===== config.mk =====
export PLATFORM = sky130hd
export DESIGN_NAME = pipe_hazard_ctrl
export DESIGN_NICKNAME = d
export VERILOG_FILES = /design/src/rtl/pipe_hazard_ctrl.sv
export SDC_FILE = /design/constraint.sdc
export NUM_CORES = 1
export LEC_CHECK = 0
export ABC_AREA = 1
export BUFFER_PORTS_ARGS = -buffer_cell sky130_fd_sc_hd__buf_2
export CORE_MARGIN = 2
export CORE_UTILIZATION = 63
export CTS_CLUSTER_DIAMETER = 80
export DETAILED_ROUTE_END_ITERATION = 10
export PLACE_DENSITY = 0.83
export REMOVE_ABC_BUFFERS = 1
export SYNTH_ARGS = -nofsm -noshare
export SYNTH_HDL_FRONTEND = slang
export SYNTH_SLANG_ARGS = --single-unit
export TNS_END_PERCENT = 100

===== constraint.sdc =====
create_clock -name i_clk -period 3.6 [get_ports i_clk]
set_clock_uncertainty 0.05 [all_clocks]
set_input_delay 0.36 -clock i_clk [delete_from_list [all_inputs] [get_ports i_clk]]
set_output_delay 0.36 -clock i_clk [all_outputs]
set_load 0.01 [all_outputs]

===== src/rtl/pipe_hazard_ctrl.sv =====
// Issue scheduler beside decode: RAW scoreboard, stall/flush/freeze sequencing.
// Optional squash of the shadow instruction on redirect: define PIPE_CTRL_SPEC_SQUASH_EN.
module pipe_hazard_ctrl #(
  parameter int NUM_REGS     = 32,
  parameter int PEND_W       = 2,
  parameter int FLUSH_CYCLES = 2,
  parameter int CNT_W        = 16
) (
  input  logic             i_clk,
  input  logic             i_rst_n,
  input  logic             i_id_valid,
  input  logic [4:0]       i_id_rs1_idx,
  input  logic             i_id_rs1_used,
  input  logic [4:0]       i_id_rs2_idx,
  input  logic             i_id_rs2_used,
  input  logic [4:0]       i_id_rd_idx,
  input  logic             i_id_reg_write,
  input  logic             i_wb_write_enable,
  input  logic [4:0]       i_wb_write_idx,
  input  logic             i_ex_redirect,
  input  logic             i_mem_busy,
  output logic             o_issue,
  output logic             o_fetch_stall,
  output logic             o_decode_stall,
  output logic             o_decode_flush,
  output logic             o_execute_flush,
  output logic [1:0]       o_state_out,
  output logic             o_sb_error,
  output logic [CNT_W-1:0] o_hazard_stall_cnt,
  output logic [CNT_W-1:0] o_flush_cnt
);

  // state  | meaning
  // RUN    | issuing normally
  // STALL  | RAW hazard or full pending counter, bubble into execute
  // FLUSH  | post-redirect bubbles, r_flush_left cycles remain
  // FREEZE | memory busy, whole pipe held; r_resume holds the state to return to
  typedef enum logic [1:0] {S_RUN = 2'd0, S_STALL = 2'd1, S_FLUSH = 2'd2, S_FREEZE = 2'd3} state_t;

  localparam int FC_W = (FLUSH_CYCLES > 1) ? $clog2(FLUSH_CYCLES) : 1;
  localparam logic [PEND_W-1:0] PEND_MAX = {PEND_W{1'b1}};

  state_t            r_state, r_resume;
  logic [FC_W-1:0]   r_flush_left;
  logic [PEND_W-1:0] r_pend [NUM_REGS];
  logic              r_sb_error;
  logic [CNT_W-1:0]  r_hazard_stall_cnt, r_flush_total;

  state_t            w_eff_state, w_next_state;
  logic [FC_W-1:0]   w_flush_left_next;
  logic [PEND_W-1:0] w_pend_next [NUM_REGS];
  logic              w_hazard, w_redirect_any, w_redirect_acc, w_stall_cyc, w_underflow;
  logic              w_squash;
  logic [4:0]        w_squash_rd;

  assign w_eff_state    = (r_state == S_FREEZE) ? r_resume : r_state;
  assign w_redirect_any = i_ex_redirect && !i_mem_busy;

  assign w_hazard = i_id_valid && (
      (i_id_rs1_used  && (i_id_rs1_idx != 5'd0) && (r_pend[i_id_rs1_idx] != '0)) ||
      (i_id_rs2_used  && (i_id_rs2_idx != 5'd0) && (r_pend[i_id_rs2_idx] != '0)) ||
      (i_id_reg_write && (i_id_rd_idx  != 5'd0) && (r_pend[i_id_rd_idx] == PEND_MAX)));

  always_comb begin
    o_issue           = 1'b0;
    o_fetch_stall     = 1'b0;
    o_decode_stall    = 1'b0;
    o_decode_flush    = 1'b0;
    w_next_state      = w_eff_state;
    w_flush_left_next = r_flush_left;
    w_redirect_acc    = 1'b0;
    w_stall_cyc       = 1'b0;
    if (i_mem_busy) begin
      o_fetch_stall  = 1'b1;
      o_decode_stall = 1'b1;
      w_next_state   = S_FREEZE;
    end else if (w_eff_state == S_FLUSH) begin
      o_decode_flush = 1'b1;
      if (w_redirect_any) begin
        w_flush_left_next = FC_W'(FLUSH_CYCLES - 1);
      end else if (r_flush_left <= FC_W'(1)) begin
        w_flush_left_next = '0;
        w_next_state      = S_RUN;
      end else begin
        w_flush_left_next = r_flush_left - FC_W'(1);
      end
    end else if (w_redirect_any) begin
      o_decode_flush = 1'b1;
      w_redirect_acc = 1'b1;
      if (FLUSH_CYCLES > 1) begin
        w_next_state      = S_FLUSH;
        w_flush_left_next = FC_W'(FLUSH_CYCLES - 1);
      end else begin
        w_next_state = S_RUN;
      end
    end else if (w_hazard) begin
      o_fetch_stall  = 1'b1;
      o_decode_stall = 1'b1;
      o_decode_flush = 1'b1;
      w_stall_cyc    = 1'b1;
      w_next_state   = S_STALL;
    end else begin
      o_issue      = i_id_valid;
      w_next_state = S_RUN;
    end
  end

`ifdef PIPE_CTRL_SPEC_SQUASH_EN
  logic       r_hist_valid;
  logic [4:0] r_hist_rd;

  // History is held while frozen so a redirect arriving after the freeze still sees its shadow.
  always_ff @(posedge i_clk) begin
    if (!i_rst_n) begin
      r_hist_valid <= 1'b0;
      r_hist_rd    <= 5'd0;
    end else if (!i_mem_busy) begin
      r_hist_valid <= o_issue && i_id_reg_write && (i_id_rd_idx != 5'd0);
      r_hist_rd    <= i_id_rd_idx;
    end
  end

  assign w_squash        = w_redirect_any && r_hist_valid;
  assign w_squash_rd     = r_hist_rd;
  assign o_execute_flush = w_redirect_any;
`else
  assign w_squash        = 1'b0;
  assign w_squash_rd     = 5'd0;
  assign o_execute_flush = 1'b0;
`endif

  always_comb begin
    int v;
    v           = 0;
    w_underflow = 1'b0;
    for (int r = 0; r < NUM_REGS; r++) begin
      w_pend_next[r] = '0;
      if (r != 0) begin
        v = int'(r_pend[r]);
        if (o_issue && i_id_reg_write && (i_id_rd_idx == 5'(r))) v = v + 1;
        if (i_wb_write_enable && (i_wb_write_idx == 5'(r)))       v = v - 1;
        if (w_squash && (w_squash_rd == 5'(r)))                    v = v - 1;
        if (v < 0) begin
          v           = 0;
          w_underflow = 1'b1;
        end else if (v > int'(PEND_MAX)) begin
          v = int'(PEND_MAX);
        end
        w_pend_next[r] = PEND_W'(v);
      end
    end
  end

  always_ff @(posedge i_clk) begin
    if (!i_rst_n) begin
      r_state            <= S_RUN;
      r_resume           <= S_RUN;
      r_flush_left       <= '0;
      r_sb_error         <= 1'b0;
      r_hazard_stall_cnt <= '0;
      r_flush_total      <= '0;
      for (int r = 0; r < NUM_REGS; r++) r_pend[r] <= '0;
    end else begin
      r_state      <= w_next_state;
      r_flush_left <= w_flush_left_next;
      if (i_mem_busy) r_resume <= w_eff_state;
      for (int r = 0; r < NUM_REGS; r++) r_pend[r] <= w_pend_next[r];
      if (w_underflow) r_sb_error <= 1'b1;
      if (w_stall_cyc && (r_hazard_stall_cnt != '1)) r_hazard_stall_cnt <= r_hazard_stall_cnt + 1'b1;
      if (w_redirect_acc && (r_flush_total != '1)) r_flush_total <= r_flush_total + 1'b1;
    end
  end

  assign o_state_out        = r_state;
  assign o_sb_error         = r_sb_error;
  assign o_hazard_stall_cnt = r_hazard_stall_cnt;
  assign o_flush_cnt        = r_flush_total;

endmodule


======== Word-level counts from Yosys, hierarchy flattened ========
Memory sizes are Yosys's and may differ from the RTL's.
Index checks and enable logic that the tools add are counted.
cells by class
  $add $sub $neg .......................... 65
  order comparisons ....................... 63
  bitwise logic cells ..................... 33
  reduce and logical (&&, ||, !) cells .... 83
  multiplexer cells ....................... 215
  divide/modulo/power cells ............... 0
  shift-type cells ........................ 0
  eq/ne operators ......................... 67
  $mul .................................... 0
operator list
  cell                   count
  $gt 32x3->1 const B    31
  $lt 32x1->1 const B    31
  $mux 32                31
  $sub 32x2->32 const B  31
  $mux 2                 100
  $eq 5x5->1 const B     32
  $add 2x1->3 const B    31
  $mux 3                 31
  $eq 5x4->1 const B     16
  $logic_and 1x1->1      73
  $mux 1                 53
  $eq 5x3->1 const B     8
  $add 16x1->16 const B  2
  $ne 16x16->1 const B   2
  $or 1x1->1             32
  $eq 5x2->1 const B     4
  $reduce_bool 5->1      3
  $eq 5x1->1 const B     2
  $eq 2x2->1 const B     3
  $reduce_bool 2->1      3
  $logic_or 1x1->1       2
  $reduce_and 2->1       1
  $le 1x1->1 const B     1
  $logic_not 1->1        1
  2 further kinds        2
storage, ports and cells
  output and inout bits ................... 40
  bits in read-only memories .............. 0
  flip-flop bits (word level) ............. 38
  memories ................................ 1
  latch bits .............................. 0
  input port bits ......................... 29
  RAM bits ................................ 64
  logic and storage cells ................. 533
memory list
  memory  words  width  rd ports  clocked after Yosys merged registers in  write ports  line  RTL
  r_pend  32     2      34        0                                        32           45    logic [PEND_W-1:0] r_pend [NUM_REGS];

======== Longest topological paths before layout ========
  word-level depth ........................ 47
  mapped depth ............................ 29
  depth with buffers taken out ............ 26

======== Worst setup path before layout ========
OpenSTA, ideal clock, no wires.
  kind .................................... input port to flip-flop
  from .................................... input i_id_rd_idx[0]
  to ...................................... memory r_pend[27][1]
  cell stages on the path ................. 26
  required time ........................... 3.436 ns
  arrival ................................. 2.820 ns
  buffers on the path ..................... 4
  library setup time ...................... 0.114 ns
  path slack .............................. 0.616 ns
  cell sequence ........................... buf_6 -> buf_2 -> nand3_1 -> nand2_1 -> nor2_1 -> nor2_1 -> nor2_1 -> nand2_1 -> nand2_1 -> nand2_1 -> nand3_1 -> nand3_2 -> nor2_4 -> buf_6 -> buf_6 -> nand4_1 -> nand2_1 -> inv_1 -> ha_1 -> ha_1 -> nor3b_1 -> a21oi_1 -> inv_1 -> o21ai_0 -> a21oi_1 -> nor2_1
RTL lines
  what                line  RTL
  start: declaration  16    input logic [4:0] i_id_rd_idx,
  end: declaration    45

==> summary.txt <==
Status
  • Status: finished, final reports clean

Clocking
  • CTS Buf Count: 9
  • TritonCTS clock tree: yes
  • Clk buf depth: 2
  • H-tree depth: 3
  • Clock sinks: 99
  • CTS root buf: clkbuf_16
  • Insertion delay to the later sink of the worst-skew pair: 370 ps
  • Post-CTS Setup Inserts: 0
  • CTS clock-pin slew for the worst setup and hold paths: 80 ps

Yosys
  • Synth cell types: 42
  • Mapped Area: 10200 µm²
  • Synth top area share: 0.195
  • Post-Synth Adder-Cell Area: 0.117
  • Ranking of synthesized cells by area: dfxtp_1 20%, nand2_1 18%, ha_1 12%
  • Fraction of registers with async set/reset: 0
  • Synth area leader: dfxtp_1
  • Mux share of post-synthesis cell area: 0
  • Synth Warn #: 0
  • Post-synth top flop: dfxtp_1
  • Mapped Cells: 1759
  • Largest family of logic cells by synthesized area: simple AND/OR/NAND/NOR gates
  • Post-synth EDFFs: 0
  • Register area share after synthesis: 0.195
  • Syn avg cell area: 5.78 µm²
  • Post-synthesis simple-gate area fraction: 0.432
  • Yosys reg bits: 99
  • Post-synthesis compound-gate area fraction: 0.105
  • Post-synthesis xor/xnor area fraction: 0.0112

Floorplanning
  • Die area: 17200 µm²
  • Core area: 15800 µm²
  • Chip Height: 131 µm
  • Starting Density: 0.642
  • # IOs: 69
  • Die width: 131 µm
  • Row count: 46

STA
  • Total negative slack: 0 ps
  • Final Max Tran Viols: 0
  • Setup violators final: 0
  • Min Tclk post-route: 3340 ps
  • Relative slew slack: 0.437
  • Worst slew pin tran: 843 ps
  • Unrepaired setup endpoints after global routing: no
  • PnR worst setup slack: 260 ps
  • Fin. Hold Viols: 0
  • Highest Clock Rate: 299 MHz
  • Fin crit share: 0.928

Worst setup path
  • Worst path required time: 3840 ps
  • Arrival time at the worst endpoint: 3590 ps
  • RR Startpoint: r_pend[3][0]$_SDFF_PP0_
  • Crit path launch type: register
  • Crit end category: register
  • RR Endpoint: r_pend[2][0]$_SDFF_PP0_
  • Setup crit end: r_pend[2][0]$_SDFF_PP0_
  • Worst reg-to-reg setup slack: 260 ps
  • Critical path class: register to register
  • CP max FO: 10
  • Register-to-Register Path Depth: 19
  • CP startpoint: r_pend[3][0]$_SDFF_PP0_

Global routing
  • Global-route wire length before repair: 48500 µm
  • Initial antenna violation count: 0
  • Largest net degree at the start of global routing: 92
  • GRT Total Usage: 0.360
  • Vias in the first global route: 10149
  • Gr ovfl total: 0

Pwr
  • Pleak: 5.13 nW
  • VDD IR max: 0.306 mV
  • Total power draw: 0.00268 W
  • Pwr Density: 242 nW/µm²

Finish
  • Share of cells above drive strength 1: 0.0838
  • Sequential Area: 1980 µm²
  • Multi-input logic area: 6770 µm²
  • Area grow syn2layout: 9.00%
  • Final #Nets: 1945
  • Antenna cells: 0
  • Filler cells: 1462
  • Non-filler cells, final: 2042

Routing
  • Starting DRT DRC Count: 1081
  • WL per Instance: 15.1 µm
  • Routed via count: 11490
  • ANT nets after route: 0
  • Router iterations before antenna repair: 6
  • Drt drc: 0
  • Post-Route WL: 30800 µm
  • Via/cell ratio: 5.63

Placement
  • Placed Cells: 2026
  • Dpl ws: 80.4 ps
  • Post-DP HPWL: 23900 µm
  • GPL Wtd Cong: 1.03
  • Buffers on Ports: 67

Run
  • Max-Cap Viols: 0

Worst hold path
  • Hold Path Class: input pin to register
==> repair_timing <==
action	in CTS	in global routing
hold buffers	0	0
endpoints found under the setup margin	0	7
gates resized for setup	0	6
==> registers in the layout (all words and copies together) (netlist names) <==
name / cells
o_sb_error: 1
r_resume: 2
o_state_out: 2
o_hazard_stall_cnt: 16
r_pend: 62
o_flush_cnt: 16
==> through the flow <==
stage               utilization  cell area (µm²)  hold slack [ps]
floorplan                     -             9880              386
global placement          0.680            10800              399
detailed placement        0.680            10800              410
CTS                       0.699            11100              177
global route              0.700            11100              196
finish                    0.700            11100              189
==> worst min path at each step <==
stage                              from  cells past startpoint                         to
5_1_grt                   i_ex_redirect                      3  o_state_out[1]$_SDFF_PN0_
3_5_place_dp   r_resume[0]$_SDFFE_PN0P_                      2   r_resume[0]$_SDFFE_PN0P_
4_1_cts                   i_ex_redirect                      3  o_state_out[1]$_SDFF_PN0_
6_report                  i_ex_redirect                      3  o_state_out[1]$_SDFF_PN0_
3_3_place_gp   r_resume[0]$_SDFFE_PN0P_                      2   r_resume[0]$_SDFFE_PN0P_
2_1_floorplan  r_resume[0]$_SDFFE_PN0P_                      2   r_resume[0]$_SDFFE_PN0P_
==> kinds of logic after synthesis <==
| kind of cell | after synthesis |
|---|---|
| xor gates and xnor gates | 13 |
| adders and majority gates | 95 |
| buffers and inverters | 352 |
| and+or+nand+nor | 1000 |
| AOI/OAI and AO/OA | 199 |
| DFF | 99 |
| other | 1 |
==> synthesized netlist by cell type (2+ instances only) <==
cell type	number
inv_1	294
dfxtp_1	99
o21a_1	3
o211ai_1	3
nand4_2	6
ha_1	95
o21ai_0	67
nand3_1	98
xor2_1	12
nor4_1	4
nor3_1	37
clkbuf_1	20
nand4_1	76
nand3b_1	14
buf_2	12
a31oi_1	19
nand2_1	475
nand2_2	3
o311ai_1	4
nor2_2	3
buf_1	2
inv_2	9
nand3_2	4
o21ai_1	4
nor2_1	255
a21oi_1	94
buf_4	6
nor2_4	4
buf_6	8
nor3b_1	17
==> area by class of cell <==
class / count / area share
sequential: 99 / 0.179
multi-input combinational: 1308 / 0.612
inverter: 304 / 0.103
tap: 216 / 0.0244
timing repair buffer: 99 / 0.0557
clock buffer: 9 / 0.0203
clock inverter: 7 / 0.00610
==> cells in the final DEF (no fill, tap or decap), drive strengths merged, types with 3 or more instances in the layout <==
master  count
nand2     478
inv       307
nor2      262
nand3     102
dfxtp      99
buf        99
ha         95
a21oi      95
nand4      82
o21ai      71
nor3       39
a31oi      19
nor3b      17
nand3b     14
xor2       12
clkbuf      9
nor4        4
o311ai      4
clkinv      4
o211ai      3
o21a        3
==> critical path, stage by stage (launching register included) <==
cell and delay [ps]:
dfxtp_1 360, nor2_1 260, o21ai_0 120, nor2_1 160, nor2_1 60, nand2_1 80, nand3_1 90, nand3_2 120
nand2_1 100, nor2_4 290, buf_4 200, nand4_2 140, nand2_1 160, nand2_1 110, ha_1 220, ha_1 270
nor3b_1 140, a21oi_1 180, inv_1 60, a31oi_1 110
==> power by group <==
group | leakage, nW | internal (W) | switching, W
Sequential | 0.801 | 0.00112 | 0.0000326
Clock | 0.145 | 0.000489 | 0.000519
Combinational | 4.19 | 0.000170 | 0.000354
Total | 5.13 | 0.00178 | 0.000906
==> metal layers <==
metal / share of wire / track usage / routed length (µm)
met1: 0.43 / 0.459 / 13100
met5: 0 / 0 / 0
met3: 0.094 / 0.0835 / 2890
met2: 0.45 / 0.600 / 13900
met4: 0.031 / 0.118 / 954
Note: power is estimated with default switching activity, not from simulation.
